===== config.mk =====
export PLATFORM = sky130hd
export DESIGN_NAME = ball_ctrl
export DESIGN_NICKNAME = d
export VERILOG_FILES = /design/src/rtl/ball_ctrl.sv
export SDC_FILE = /design/constraint.sdc
export NUM_CORES = 1
export LEC_CHECK = 0
export BUFFER_PORTS_ARGS = -buffer_cell sky130_fd_sc_hd__buf_2
export CAP_MARGIN = 20
export CORE_ASPECT_RATIO = 0.6
export CORE_MARGIN = 8
export CORE_UTILIZATION = 59
export CTS_CLUSTER_DIAMETER = 60
export DETAILED_ROUTE_END_ITERATION = 6
export PLACE_DENSITY_LB_ADDON = 0.3
export SLEW_MARGIN = 20
export SYNTH_ARGS = -nofsm -noshare
export SYNTH_HDL_FRONTEND = slang
export SYNTH_SLANG_ARGS = --single-unit

===== constraint.sdc =====
create_clock -name clk -period 3.3 [get_ports clk]
set_input_delay 0.165 -clock clk [delete_from_list [all_inputs] [get_ports clk]]
set_output_delay 0.165 -clock clk [all_outputs]
set_load 0.02 [all_outputs]

===== src/rtl/ball_ctrl.sv =====
// rtl/ball_ctrl.sv - Pong ball motion, paddle collision and scoring FSM.
// Optional PONG_SPEEDUP_EN: each paddle hit raises ball speed up to MAX_SPEED.
module ball_ctrl #(
    parameter int WIDTH        = 32,
    parameter int HEIGHT       = 32,
    parameter int SCREEN_W     = 1024,
    parameter int SCREEN_H     = 768,
    parameter int PADDLE_W     = 16,
    parameter int PADDLE_H     = 128,
    parameter int SPEED        = 4,
    parameter int MAX_SPEED    = 12,
    parameter int SERVE_FRAMES = 60,
    parameter int WIN_SCORE    = 9
) (
    input  logic        clk,
    input  logic        reset_n,
    input  logic        frame_tick,
    input  logic        start,
    input  logic [9:0]  paddle_l_y,
    input  logic [9:0]  paddle_r_y,
    output logic [10:0] x,
    output logic [9:0]  y,
    output logic [3:0]  score_l,
    output logic [3:0]  score_r,
    output logic        game_over,
    output logic        playing
);
    localparam logic [11:0] XC      = 12'((SCREEN_W - WIDTH) / 2);
    localparam logic [11:0] YC      = 12'((SCREEN_H - HEIGHT) / 2);
    localparam logic [11:0] BW      = 12'(WIDTH);
    localparam logic [11:0] BH      = 12'(HEIGHT);
    localparam logic [11:0] SW      = 12'(SCREEN_W);
    localparam logic [11:0] SH      = 12'(SCREEN_H);
    localparam logic [11:0] PW      = 12'(PADDLE_W);
    localparam logic [11:0] PH      = 12'(PADDLE_H);
    localparam logic [11:0] SPD0    = 12'(SPEED);
    localparam logic [11:0] SPD_MAX = 12'(MAX_SPEED);
    localparam logic [15:0] SERVE_N = 16'(SERVE_FRAMES);
    localparam logic [3:0]  WIN     = 4'(WIN_SCORE);

    typedef enum logic [1:0] {S_IDLE, S_SERVE, S_PLAY, S_OVER} state_t;

    state_t      r_state;
    logic [10:0] r_x;
    logic [9:0]  r_y;
    logic        r_dx, r_dy;
    logic [3:0]  r_score_l, r_score_r;
    logic        r_game_over, r_playing;
    logic [15:0] r_cnt;

    logic [11:0] w_spd;
    logic [11:0] w_x12, w_y12, w_pl, w_pr;
    logic [11:0] w_nx, w_ny;
    logic        w_ndx, w_ndy;
    logic        w_l_evt, w_r_evt, w_l_hit, w_r_hit, w_l_miss, w_r_miss;
    logic [3:0]  w_sl_inc, w_sr_inc;

    // All geometry is evaluated at 12 bits so sums and differences never wrap.
    assign w_x12    = {1'b0, r_x};
    assign w_y12    = {2'b0, r_y};
    assign w_pl     = {2'b0, paddle_l_y};
    assign w_pr     = {2'b0, paddle_r_y};
    assign w_l_evt  = !r_dx && (w_x12 < PW + w_spd);
    assign w_r_evt  = r_dx && (w_x12 + BW + w_spd > SW - PW);
    assign w_l_hit  = (w_y12 + BH > w_pl) && (w_y12 < w_pl + PH);
    assign w_r_hit  = (w_y12 + BH > w_pr) && (w_y12 < w_pr + PH);
    assign w_l_miss = w_l_evt && !w_l_hit;
    assign w_r_miss = w_r_evt && !w_r_hit;
    assign w_sl_inc = (r_score_l >= WIN) ? WIN : r_score_l + 4'd1;
    assign w_sr_inc = (r_score_r >= WIN) ? WIN : r_score_r + 4'd1;

    always_comb begin
        w_ny  = w_y12;
        w_ndy = r_dy;
        if (!r_dy) begin
            if (w_y12 < w_spd) begin
                w_ny  = '0;
                w_ndy = 1'b1;
            end else begin
                w_ny = w_y12 - w_spd;
            end
        end else if (w_y12 + BH + w_spd > SH) begin
            w_ny  = SH - BH;
            w_ndy = 1'b0;
        end else begin
            w_ny = w_y12 + w_spd;
        end
        w_nx  = r_dx ? (w_x12 + w_spd) : (w_x12 - w_spd);
        w_ndx = r_dx;
        if (w_l_evt) begin
            w_nx  = PW;
            w_ndx = 1'b1;
        end else if (w_r_evt) begin
            w_nx  = SW - PW - BW;
            w_ndx = 1'b0;
        end
    end

    always_ff @(posedge clk or negedge reset_n) begin
        if (!reset_n) begin
            r_state     <= S_IDLE;
            r_x         <= XC[10:0];
            r_y         <= YC[9:0];
            r_dx        <= 1'b1;
            r_dy        <= 1'b1;
            r_score_l   <= '0;
            r_score_r   <= '0;
            r_game_over <= 1'b0;
            r_playing   <= 1'b0;
            r_cnt       <= '0;
        end else begin
            case (r_state)
                S_IDLE, S_OVER: begin
                    if (start) begin
                        r_state     <= S_SERVE;
                        r_score_l   <= '0;
                        r_score_r   <= '0;
                        r_cnt       <= SERVE_N;
                        r_game_over <= 1'b0;
                    end
                end
                S_SERVE: begin
                    if (frame_tick) begin
                        if (r_cnt <= 16'd1) begin
                            r_cnt     <= '0;
                            r_state   <= S_PLAY;
                            r_playing <= 1'b1;
                        end else begin
                            r_cnt <= r_cnt - 16'd1;
                        end
                    end
                end
                S_PLAY: begin
                    if (frame_tick) begin
                        r_dy <= w_ndy;
                        if (w_l_miss || w_r_miss) begin
                            r_x       <= XC[10:0];
                            r_y       <= YC[9:0];
                            r_cnt     <= SERVE_N;
                            r_playing <= 1'b0;
                            r_dx      <= w_r_miss;
                            r_state   <= S_SERVE;
                            if (w_l_miss) r_score_r <= w_sr_inc;
                            else          r_score_l <= w_sl_inc;
                            if ((w_l_miss && w_sr_inc == WIN) || (w_r_miss && w_sl_inc == WIN)) begin
                                r_state     <= S_OVER;
                                r_game_over <= 1'b1;
                            end
                        end else begin
                            r_x  <= w_nx[10:0];
                            r_y  <= w_ny[9:0];
                            r_dx <= w_ndx;
                        end
                    end
                end
                default: r_state <= S_IDLE;
            endcase
        end
    end

`ifdef PONG_SPEEDUP_EN
    logic [11:0] r_spd;
    always_ff @(posedge clk or negedge reset_n) begin
        if (!reset_n) begin
            r_spd <= SPD0;
        end else if ((r_state == S_IDLE || r_state == S_OVER) && start) begin
            r_spd <= SPD0;
        end else if (r_state == S_PLAY && frame_tick) begin
            if (w_l_miss || w_r_miss)
                r_spd <= SPD0;
            else if ((w_l_evt || w_r_evt) && r_spd < SPD_MAX)
                r_spd <= r_spd + 12'd1;
        end
    end
    assign w_spd = r_spd;
`else
    assign w_spd = (SPD0 > SPD_MAX) ? SPD_MAX : SPD0;
`endif

    assign x         = r_x;
    assign y         = r_y;
    assign score_l   = r_score_l;
    assign score_r   = r_score_r;
    assign game_over = r_game_over;
    assign playing   = r_playing;
endmodule


==> impl_summary.md <==
Floorplanning
For this configuration, the core starts out at a cell density of 59.6%. The horizontal extent of the die is 125 µm. The core region is 0.00709 mm². The number of top-level pins is 55. The total number of placement rows is 24. The die area is 0.0102 mm². In this run the vertical extent of the chip is 81.6 µm.

Global routing
The first-pass GRT wire length is 19,200 µm. The number of antenna violations at the first check in global routing is 0. The number of global-route vias before repair is 3,921. The total global routing overflow is 0. Entering global routing, the biggest net connects 48 pins.

The total routing usage reported by global routing is 22.7%.

Place
The congestion estimate from routability-driven global placement came to 0.955. The placed instances occupy a cell area of 0.00463 mm². The setup slack after placement is -0.0590 ns. The total half-perimeter wirelength after legalization and detailed placement is 8860 µm. Port buffering added 50 buffers.

Timing
The shortest clock period the worst path allows after layout is 3.20 ns. The total count of hold-check failures in the final report is 0. The number of slew-limit violations in the final report is 0. On the final layout, the worst hold slack is 0.264 ns. The clock arrives with 0.0103 ns of skew. Static timing analysis puts the maximum clock frequency at 312 MHz. The headroom to the max-slew limit is 46.2%. Setup slack closes at 0.0976 ns. At the pin with the least slew margin, the transition time is 0.805 ns. Setup violations remaining at the end of the flow were counted as 0. Setup repair after global routing could not meet its margin everywhere.

Of the available clock period, the critical path in the final layout requires 97.0%.

Clock tree
The later-pin clock latency in the skew report is 0.29 ns. TritonCTS created 5 clock buffers. The clock drives 47 sinks. The maximum buffer depth of the clock tree is 2. The root buffer cell chosen for the clock tree is sky130_fd_sc_hd__clkbuf_16.

The clock tree from TritonCTS is done. The level count of the clock H-tree is 2. The clock slew seen by the registers of the worst setup and hold paths is 0.07 ns.

Power and ir drop
In this run the static leakage power is 2.37 nW. In this run the power density over the cells is 325 mW/mm². The worst-case IR drop observed on VDD is 205 µV.

After layout, the design draws a total of 0.00159 W.

Synth
In this run, synthesis inferred 0 flip-flops with an integrated enable. After technology mapping, the gate count stands at 506. The async set-or-reset flop fraction in the synthesized netlist is 100%. After synthesis, the netlist uses 66 different library cells.

In the synthesized netlist the dominant register cell turns out to be sky130_fd_sc_hd__dfrtp_1. The number of synthesized register bits is 47. The Yosys step of the flow raised 0 warnings. The synthesized area is 0.00423 mm². After synthesis, the mean cell area works out to 8.35 µm². Of the synthesized area, sequential elements account for 28.2%.

Drt
The routed wirelength normalized by instance count is 17.5 µm. The detailed-routing iteration count for the pre-antenna-repair pass is 5. The overall via count from detail_route is 4,125. In the routed design, unresolved DRC markers number 0. The routed wire length is 11,600 µm. The number of violations reported at the end of detailed-routing iteration 0 is 553. The via density per instance is 6.25. In this run the remaining antenna-violating nets after routing total 0.

Run status
The run finished with clean final reports.

Setup path
The category of the most critical setup path is flop to flop. The endpoint kind of the worst setup timing path is a flop. The worst-case register-to-register setup slack is 0.1 ns. The arrival time reported for the critical path endpoint is 3.38 ns. The largest fanout of any net on the critical path is 5. The kind of start point of the critical path is a flop. STA puts the critical path data required time at 3.48 ns.

Finish
The post-route netlist has 19.9% of its cells at a drive strength greater than 1. The number of inserted diodes is 0. The top cell types in the final layout, fill and taps aside, are 51 x sky130_fd_sc_hd__inv_1, 51 x sky130_fd_sc_hd__ha_1, 49 x sky130_fd_sc_hd__buf_2, 41 x sky130_fd_sc_hd__nand2_1, 36 x sky130_fd_sc_hd__dfrtp_1. After the last flow step, the layout net total stands at 645. After routing the design area is 0.00489 mm². The area added between synthesis and finish is 15.7%. The number of fill cells is 562. Once layout is complete, the utilization of the core stands at 69.0%.

Min path
The type of the most critical hold path is primary input to flop.

Job
The max-cap check violation count is 0.
## layer usage
| layer | routed length (µm) | GRT usage (%) | up-vias |
|---|---|---|---|
| met3 | 986 | 5.25 | 13 |
| met2 | 4940 | 35.1 | 190 |
| met4 | 82 | 4.10 | 0 |
| met1 | 5570 | 32.1 | 1965 |
| met5 | 0 | 0 | - |
| li1 | - | - | 1957 |
## registers in the layout (all words and copies together) (netlist names)
signal / flops
r_cnt: 16
x: 9
y: 8
score_l: 4
score_r: 4
r_state: 2
game_over: 1
playing: 1
r_dx: 1
r_dy: 1
## cells in the mapped netlist (3+ instances only)
cell type / instances / area [µm²]
sky130_fd_sc_hd__nor3_1: 10 / 50.1
sky130_fd_sc_hd__a21oi_1: 35 / 175
sky130_fd_sc_hd__nand2b_1: 10 / 62.6
sky130_fd_sc_hd__a31oi_1: 15 / 93.8
sky130_fd_sc_hd__a21o_1: 9 / 67.6
sky130_fd_sc_hd__o21ai_0: 35 / 175
sky130_fd_sc_hd__o31ai_1: 9 / 67.6
sky130_fd_sc_hd__inv_1: 51 / 191
sky130_fd_sc_hd__o21ai_1: 4 / 20.0
sky130_fd_sc_hd__buf_4: 7 / 52.6
sky130_fd_sc_hd__mux2i_1: 5 / 50.1
sky130_fd_sc_hd__a211oi_1: 5 / 37.5
sky130_fd_sc_hd__nand3_1: 19 / 95.1
sky130_fd_sc_hd__xor2_1: 3 / 26.3
sky130_fd_sc_hd__o21a_1: 4 / 30.0
sky130_fd_sc_hd__a22o_1: 3 / 26.3
sky130_fd_sc_hd__a311oi_1: 3 / 26.3
sky130_fd_sc_hd__nand2_1: 42 / 158
sky130_fd_sc_hd__o31a_1: 3 / 26.3
sky130_fd_sc_hd__a21boi_0: 6 / 45.0
sky130_fd_sc_hd__ha_1: 52 / 651
sky130_fd_sc_hd__or3_1: 7 / 43.8
sky130_fd_sc_hd__dfstp_2: 11 / 289
sky130_fd_sc_hd__nor2_1: 30 / 113
sky130_fd_sc_hd__buf_2: 7 / 35.0
sky130_fd_sc_hd__o22ai_1: 8 / 50.1
sky130_fd_sc_hd__xnor2_1: 11 / 96.3
sky130_fd_sc_hd__dfrtp_1: 36 / 901
sky130_fd_sc_hd__o41ai_1: 3 / 26.3
sky130_fd_sc_hd__nor2b_1: 4 / 25.0
sky130_fd_sc_hd__nand4_1: 5 / 31.3
sky130_fd_sc_hd__nor4_1: 3 / 18.8
sky130_fd_sc_hd__clkbuf_1: 6 / 22.5
## metrics by stage
| step | setup TNS, ns | instances |
|---|---|---|
| finish | 0 | 660 |
| global route | -0.152 | 660 |
| CTS | 0 | 657 |
| detailed placement | -0.129 | 649 |
| global placement | 0 | 649 |
| floorplan | 0 | 509 |
## where the power goes
| part | total [W] | internal [W] | switching [W] |
|---|---|---|---|
| combinational | 0.000324 | 0.000131 | 0.000193 |
| sequential | 0.000670 | 0.000622 | 0.0000483 |
| clock | 0.000596 | 0.000360 | 0.000236 |
## area by class of cell
class | count | area [µm²] | share of cell area, %
repair buffers | 72 | 424 | 8.67
clock inverters | 3 | 46.3 | 0.947
multi-input cells | 391 | 2800 | 57.2
inverters | 51 | 191 | 3.92
well taps | 91 | 114 | 2.33
clock buffers | 5 | 125 | 2.56
flip-flops and latches | 47 | 1190 | 24.3
## kinds of logic after synthesis
family	Yosys count	synth area share [%]
flops	47	28.2
xor+xnor	14	2.90
other cells	1	0.0887
mux	7	1.72
fa+ha+maj	53	15.9
simple gates	149	18.7
buf+inv	71	7.13
compound gates	164	25.4
## timing repair
| item | 4_1_cts | 5_1_grt |
|---|---|---|
| setup buffers | 0 | 2 |
| hold buffers | 0 | 1 |
| pin swaps | 0 | 5 |
| endpoints found under the setup margin | 6 | 34 |
| gates resized for setup | 1 | 12 |
| hold endpoints to repair | 0 | 36 |
## worst max-delay path: stages, from the launching register on
cell and delay, ns:
sky130_fd_sc_hd__dfstp_2 0.57, sky130_fd_sc_hd__ha_2 0.22, sky130_fd_sc_hd__nand3_4 0.10, sky130_fd_sc_hd__xnor2_4 0.17, sky130_fd_sc_hd__ha_1 0.34, sky130_fd_sc_hd__a211oi_2 0.23
sky130_fd_sc_hd__o21ai_0 0.11, sky130_fd_sc_hd__o221ai_1 0.24, sky130_fd_sc_hd__nand3_1 0.21, sky130_fd_sc_hd__a21boi_2 0.21, sky130_fd_sc_hd__a211oi_2 0.08, sky130_fd_sc_hd__or3_4 0.38
sky130_fd_sc_hd__o41ai_1 0.24
## final timing paths
check | startpoint | to | depth (start not counted)
min in group asynchronous | reset_n | r_cnt[1]$_DFFE_PN0P_ | 2
setup / recovery | y[5]$_DFFE_PN1P_ | r_cnt[10]$_DFFE_PN0P_ | 12
hold / removal | frame_tick | game_over$_DFFE_PN0P_ | 3
hold reg to reg | x[6]$_DFFE_PN1P_ | x[6]$_DFFE_PN1P_ | 2
setup reg to reg | y[5]$_DFFE_PN1P_ | r_cnt[10]$_DFFE_PN0P_ | 12
max in group asynchronous | reset_n | r_cnt[13]$_DFFE_PN0P_ | 2
(Power assumes the default switching activity.)
